`config.mk`:
```
export PLATFORM = sky130hd
export DESIGN_NAME = pkt_header_ingress
export DESIGN_NICKNAME = d
export VERILOG_FILES = /design/src/rtl/pkt_header_ingress.sv
export SDC_FILE = /design/constraint.sdc
export NUM_CORES = 1
export LEC_CHECK = 0
export CAP_MARGIN = 20
export CORE_UTILIZATION = 30
export CTS_BUF_LIST = sky130_fd_sc_hd__clkbuf_4
export CTS_CLUSTER_DIAMETER = 50
export DETAILED_ROUTE_END_ITERATION = 8
export PLACE_DENSITY = 0.73
export SYNTH_ARGS = -nofsm -noshare
export SYNTH_HDL_FRONTEND = slang
export SYNTH_SLANG_ARGS = --single-unit
```
`constraint.sdc`:
```
create_clock -name clk -period 4.5 [get_ports clk]
set_input_delay 0.9 -clock clk [delete_from_list [all_inputs] [get_ports clk]]
set_output_delay 0.9 -clock clk [all_outputs]
set_load 0.01 [all_outputs]
```
`src/rtl/pkt_header_ingress.sv`:
```
// pkt_header_ingress: AXI-Stream ingress that steers header beats into the beat shift register,
// presents the assembled header on a valid/ready port and forwards payload beats.
package pp_package;
  localparam int TDATA_WIDTH = 32;
endpackage

module pkt_header_ingress
  import pp_package::*;
#(
  parameter int HDR_BEATS     = 4,
  parameter int MAX_PKT_BEATS = 256
) (
  input  logic                           clk,
  input  logic                           rst,
  input  logic                           s_axis_tvalid,
  output logic                           s_axis_tready,
  input  logic [TDATA_WIDTH-1:0]         s_axis_tdata,
  input  logic                           s_axis_tlast,
  output logic                           bsr_write_en,
  output logic [TDATA_WIDTH-1:0]         bsr_data,
  input  logic [TDATA_WIDTH*HDR_BEATS-1:0] bsr_data_out,
  output logic                           hdr_valid,
  input  logic                           hdr_ready,
  output logic [TDATA_WIDTH*HDR_BEATS-1:0] hdr_data,
  output logic                           m_axis_tvalid,
  input  logic                           m_axis_tready,
  output logic [TDATA_WIDTH-1:0]         m_axis_tdata,
  output logic                           m_axis_tlast,
  output logic                           err_runt,
  output logic                           err_long
);
  localparam int HW = $clog2(HDR_BEATS);
  localparam int PW = $clog2(MAX_PKT_BEATS + 1);
  localparam logic [HW-1:0] HDR_LAST = HW'(HDR_BEATS - 1);
  localparam logic [PW-1:0] MAX_C = PW'(MAX_PKT_BEATS);
  typedef enum logic [2:0] {HDR, PAD, HOLD, PAYLOAD, DROP} state_t;
  state_t state;
  logic [HW-1:0] hdr_cnt, pad_cnt;
  logic [PW-1:0] pkt_cnt, pkt_nxt;
  logic hdr_only, accept, at_max;
  always_comb begin
    s_axis_tready = rst && (state == HDR || state == DROP || (state == PAYLOAD && m_axis_tready));
    accept        = s_axis_tvalid && s_axis_tready;
    pkt_nxt       = pkt_cnt + 1'b1;
    at_max        = pkt_nxt == MAX_C;
    m_axis_tvalid = state == PAYLOAD && s_axis_tvalid;
    m_axis_tdata  = s_axis_tdata;
    m_axis_tlast  = s_axis_tlast || (state == PAYLOAD && at_max);
    bsr_write_en  = (state == HDR && accept) || state == PAD;
    bsr_data      = state == PAD ? '0 : s_axis_tdata;
  end
  always_ff @(posedge clk or negedge rst) begin
    if (!rst) begin
      state     <= HDR;
      hdr_cnt   <= '0;
      pad_cnt   <= '0;
      pkt_cnt   <= '0;
      hdr_only  <= 1'b0;
      hdr_valid <= 1'b0;
      hdr_data  <= '0;
      err_runt  <= 1'b0;
      err_long  <= 1'b0;
    end else begin
      err_runt <= 1'b0;
      err_long <= 1'b0;
      case (state)
        HDR: if (accept) begin
          pkt_cnt <= pkt_nxt;
          if (hdr_cnt == HDR_LAST) begin
            hdr_data  <= bsr_data_out;
            hdr_valid <= 1'b1;
            hdr_cnt   <= '0;
            hdr_only  <= s_axis_tlast;
            state     <= HOLD;
          end else if (s_axis_tlast) begin
            err_runt <= 1'b1;
            pad_cnt  <= HDR_LAST - hdr_cnt;
            state    <= PAD;
          end else begin
            hdr_cnt <= hdr_cnt + 1'b1;
          end
        end
        // zero-fill until the shift register pointer wraps back to slot 0
        PAD: begin
          pad_cnt <= pad_cnt - 1'b1;
          if (pad_cnt == HW'(1)) begin
            hdr_cnt <= '0;
            pkt_cnt <= '0;
            state   <= HDR;
          end
        end
        HOLD: if (hdr_ready) begin
          hdr_valid <= 1'b0;
          if (hdr_only) begin
            pkt_cnt <= '0;
            state   <= HDR;
          end else begin
            state <= PAYLOAD;
          end
        end
        PAYLOAD: if (accept) begin
          pkt_cnt <= pkt_nxt;
          if (s_axis_tlast) begin
            pkt_cnt <= '0;
            state   <= HDR;
          end else if (at_max) begin
            err_long <= 1'b1;
            state    <= DROP;
          end
        end
        DROP: if (accept && s_axis_tlast) begin
          pkt_cnt <= '0;
          state   <= HDR;
        end
        default: state <= HDR;
      endcase
    end
  end
endmodule

```
Word level (Yosys, flattened, before mapping)
Cells that the tools add are included.
- add/sub/neg operators: 4
- equality and inequality tests: 19
- mux-type cells: 41
- reduce and logical (&&, ||, !) cells: 21
- operators by type and width (operator ; count):
    2-to-1 mux 9 bit ; 7
    one-hot mux 9 bit (5 select lines) ; 1
    2-to-1 mux 32 bit ; 1
    2-to-1 mux 3 bit ; 9
    2-to-1 mux 2 bit ; 8
    one-hot mux 3 bit (5 select lines) ; 1
    AND reduction 7 bit ; 2
    inequality test 2 bit (second input constant) ; 6
    AND reduction 4 bit ; 3
    2-to-1 mux 1 bit ; 11
    adder 9 x 1 -> 9 bit (second input constant) ; 1
    equality test 9 bit (second input constant) ; 1
    one-hot mux 2 bit (2 select lines) ; 2
    logical AND 1 bit ; 7
    equality test 3 x 2 -> 1 bit (second input constant) ; 2
    inequality test 2 x 1 -> 1 bit (second input constant) ; 3
    inequality test 3 x 2 -> 1 bit (second input constant) ; 2
    nonzero test 5 bit ; 1
    logical OR 1 bit ; 4
    nonzero test 2 bit ; 2
    equality test 3 x 1 -> 1 bit (second input constant) ; 1
    equality test 3 bit (second input constant) ; 1
    logical NOT 3 bit ; 1
    inequality test 3 bit (second input constant) ; 1
    other kinds (7) ; 7
- register bits after elaboration: 148
- input bits: 166
- output and inout port bits: 199
- logic and storage cells: 94

Longest topological paths before layout
- word-level depth: 8
- mapped depth: 8
- depth with buffers taken out: 7

Worst setup path after synthesis
OpenSTA, ideal clock, no wires.
- path kind: flip-flop to output port
- start: reg state[1]
- end: out bsr_data[10]
- arrival time: 1.314 ns
- required time: 3.600 ns
- path slack: 2.286 ns
- cell stages (with the launch flop): 4
- path buffers: 1
- cells stage by stage: dfrtp_1 > nor3b_1 > clkbuf_1 > nor2b_1
- word-level cells in the longest chain between the ends: 2
- ends and longest elaborated chain (item ; RTL line ; text):
    start: declaration ; 37 ; state_t state;
    start signal: assignment ; 54 ; state <= HDR;
    start signal: assignment ; 74 ; state <= HOLD;
    start signal: assignment ; 78 ; state <= PAD;
    equality test 3 x 1 -> 1 bit ; 50 ; bsr_data = state == PAD ? '0 : s_axis_tdata;
    2-to-1 mux 32 bit ; 50 ;
    end: declaration ; 20 ; output logic [TDATA_WIDTH-1:0] bsr_data,
No other way between the ends.

Worst setup path in the final report
- start: reg state[0]
- end: out bsr_data[11]
The elaborated chain is that of the path after synthesis.

==> results.sh <==
export IMPL_worst_r2r_cell_count=4
export IMPL_cts_tree="yes"
export IMPL_slew_headroom_pct=34.74
export IMPL_synth_fp_nets=651
export IMPL_synth_top_area_share_pct=57.50
export IMPL_maxCapViolCount=0
export IMPL_drv_slew=0
export IMPL_worstSetupStartpoint="state[0]$_DFFE_PN0P_"
export IMPL_ys_warn_count=0
export IMPL_synth_seq_area_share_pct=57.50
export IMPL_drc_errors=0
export IMPL_clock_root_buffer="clkbuf_4"
export IMPL_drive_above_1_share_pct=9.915
export IMPL_yosysTopAreaCell="dfrtp_1"
export IMPL_crit_path_max_fanout=25
export IMPL_rr_endpoint="hdr_data[35]$_DFFE_PN0P_"
export IMPL_place_hpwl_um=13340
export IMPL_critPathSlowestCell="dfrtp_1"
export IMPL_die_area_um2=22060
export IMPL_diodes=0
export IMPL_worstSetupStartpointType="flip-flop"
export IMPL_max_freq_ghz=0.2944
export IMPL_yosys_area_share_simple_pct=7.751
export IMPL_antenna_left=0
export IMPL_crit_arrival_ps=2500
export IMPL_synthMuxAreaShare_pct=22.73
export IMPL_fin_skew_ps=30.31
export IMPL_ir_drop_v=0.0003376
export IMPL_status="finished, final reports clean"
export IMPL_finalCritPeriodShare_pct=75.49
export IMPL_ff_latch_area_um2=3704
export IMPL_grt_pass1_vias=5073
export IMPL_ys_types=45
export IMPL_reg2reg_setup_slack_ps=1980
export IMPL_wl_um=17830
export IMPL_setup_viol=0
export IMPL_power_mw=5.601
export IMPL_min_period_ps=3397
export IMPL_initial_core_util_pct=30.64
export IMPL_grt_max_degree=132
export IMPL_ys_ff_latch=148
export IMPL_place_gp_congestion=0.8228
export IMPL_gr_usage_all_layers_pct=16.00
export IMPL_p_leak_nw=4.518
export IMPL_post_cts_buffers=0
export IMPL_avgSynthCellArea_um2=13.36
export IMPL_path_depth=4
export IMPL_synth_compound_area_share_pct=4.371
export IMPL_worstPathRequired_ps=3600
export IMPL_drt_iter0_drc=148
export IMPL_critPathMaxStageDelay_ps=750
export IMPL_die_h_um=148.5
export IMPL_critPathKind="reg -> out"
export IMPL_synth_area_um2=6441
export IMPL_port_buffers=364
export IMPL_pwr_density_cell_nw_per_um2=540.8
export IMPL_place_area_um2=10080
export IMPL_synthXorXnorAreaFrac_pct=0
export IMPL_area_growth_pct=60.78
export IMPL_r2r_start="state[0]$_DFFE_PN0P_"
export IMPL_grt_overflow=0
export IMPL_clk_pin_slew_ps=130
export IMPL_postCtsHoldBufs=0
export IMPL_pin_count=365
export IMPL_clockBufferDepth=2
export IMPL_pre_cts_ws_ps=1089
export IMPL_endpoint="bsr_data[11]"
export IMPL_syn_inst=482
export IMPL_die_x_um=148.5
export IMPL_cp_top_family="buffers and inverters"
export IMPL_nNetsFinal=983
export IMPL_h_tree_depth=4
export IMPL_crit_buf_inv=2
export IMPL_synthArstFlopShare_pct=100.0
export IMPL_synthFlopType="dfrtp_1"
export IMPL_stdcell_area_um2=10360
export IMPL_dr_pass1_iters=4
export IMPL_dr_total_vias=5000
export IMPL_placementRows=53
export IMPL_synthAdderAreaFrac_pct=0.5828
export IMPL_grt_setup_unrepaired="no"
export IMPL_numClockSinks=148
export IMPL_grt_pass1_wl_um=27170
export IMPL_final_core_utilization_pct=49.26
export IMPL_wire_per_inst_um=16.18
export IMPL_core_area_um2=21020
export IMPL_synth_edff_count=0
export IMPL_end_kind="primary output"
export IMPL_final_hold_viol_count=0
export IMPL_nFillCells=1889
export IMPL_cts_resized=0
export IMPL_multi_input_area_um2=2293
export IMPL_cp_cell_sequence="nor3b_2 > buf_4 > nor2b_1 > clkdlybuf4s50_1"
export IMPL_ys_top_cells_by_area="dfrtp_1, mux2_1, mux2_2"
export IMPL_tightest_slew_ps=979.0
export IMPL_antenna_found_initial=0
export IMPL_viasPerCell=4.537
export IMPL_min_path_type="in -> async"
export IMPL_clock_latency_ps=540
export IMPL_numCtsBuffers=17
export IMPL_fin_ws_ps=1103
export IMPL_synth_top_family_by_area="multiplexers"
export IMPL_timing_setup_tns_ps=0
-- report_power, final --
part           total (mW)  switching (mW)  internal (mW)
registers            2.17           0.300           1.87
clock network       0.833           0.536          0.297
logic                2.60            1.01           1.59
total                5.60            1.85           3.75
-- sequential cells by signal (all words and copies together) (netlist names) --
| name | cells |
|---|---|
| err_long | 1 |
| pad_cnt | 2 |
| hdr_valid | 1 |
| pkt_cnt | 9 |
| hdr_only | 1 |
| hdr_data | 128 |
| err_runt | 1 |
| hdr_cnt | 2 |
| state | 3 |
-- cells by family after synthesis --
kind of cell / Yosys count
AO/OA/AOI/OAI: 43
adder cells (fa/ha/maj): 3
buffers and inverters: 68
flip-flops: 148
multiplexers: 130
AND/OR/NAND/NOR: 90
-- worst reg2reg max path: stages (launching register included) --
cell and delay [ps]:
dfrtp_1 620, or3_1 570, nor3_4 190, buf_12 560
mux2_2 470
-- how the worst min path moves through the flow --
stage | to | slack, ps
after global routing | hdr_valid$_DFFE_PN0P_ | 90
final | hdr_valid$_DFFE_PN0P_ | 150
after floorplan | pad_cnt[1]$_DFFE_PN0P_ | 450
after global placement | hdr_data[119]$_DFFE_PN0P_ | 470
after detailed placement | hdr_data[42]$_DFFE_PN0P_ | 470
after CTS | hdr_valid$_DFFE_PN0P_ | 90
-- per-layer routing --
| layer | vias up | wire, um | GRT usage (%) |
|---|---|---|---|
| met5 | - | 0 | 0 |
| met4 | 0 | 186 | 4.433 |
| met3 | 14 | 1740 | 6.196 |
| met2 | 264 | 9286 | 28.64 |
| met1 | 2389 | 6617 | 17.44 |
| li1 | 2333 | - | - |
-- through the flow --
stage               hold slack (ps)  instances
floorplan                     455.0        482
global placement              466.7       1070
detailed placement            474.0       1070
CTS                           89.75       1102
global route                  85.41       1102
finish                        151.7       1102
-- layout by cell type (no fill, tap or decap), types with 3 or more instances in the layout --
| cell | netlist | layout |
|---|---|---|
| nand2_1 | 15 | 15 |
| inv_1 | 12 | 12 |
| nand3_1 | 11 | 11 |
| a21o_1 | 3 | 3 |
| dfrtp_1 | 148 | 148 |
| clkdlybuf4s50_1 | 0 | 363 |
| clkinvlp_4 | 0 | 3 |
| nor3_1 | 5 | 5 |
| mux2_2 | 42 | 42 |
| o22ai_1 | 8 | 8 |
| nor2b_1 | 34 | 34 |
| nor2_1 | 9 | 9 |
| ha_1 | 3 | 3 |
| mux2_1 | 88 | 88 |
| inv_6 | 0 | 6 |
| o21ai_0 | 4 | 4 |
| a21oi_1 | 11 | 11 |
| clkbuf_4 | 0 | 18 |
| buf_4 | 33 | 4 |
-- cell usage after synthesis, drive strengths merged, types with 3 or more instances --
master  instances
nand2          15
ha              3
nor2b          34
dfrtp         148
clkbuf          7
o22ai           8
mux2          130
inv            12
a21o            3
nand3          11
o21ai           5
nor2            9
a21oi          11
nor3            6
buf            49
-- cell type report --
| class | instances | share of cell area, % |
|---|---|---|
| clock inverter | 14 | 1.353 |
| sequential | 148 | 35.76 |
| multi-input combinational | 266 | 22.15 |
| timing repair buffer | 369 | 35.68 |
| clock buffer | 18 | 1.305 |
| tap | 275 | 3.322 |
| inverter | 12 | 0.4349 |
Note: power is estimated with default switching activity, not from simulation.
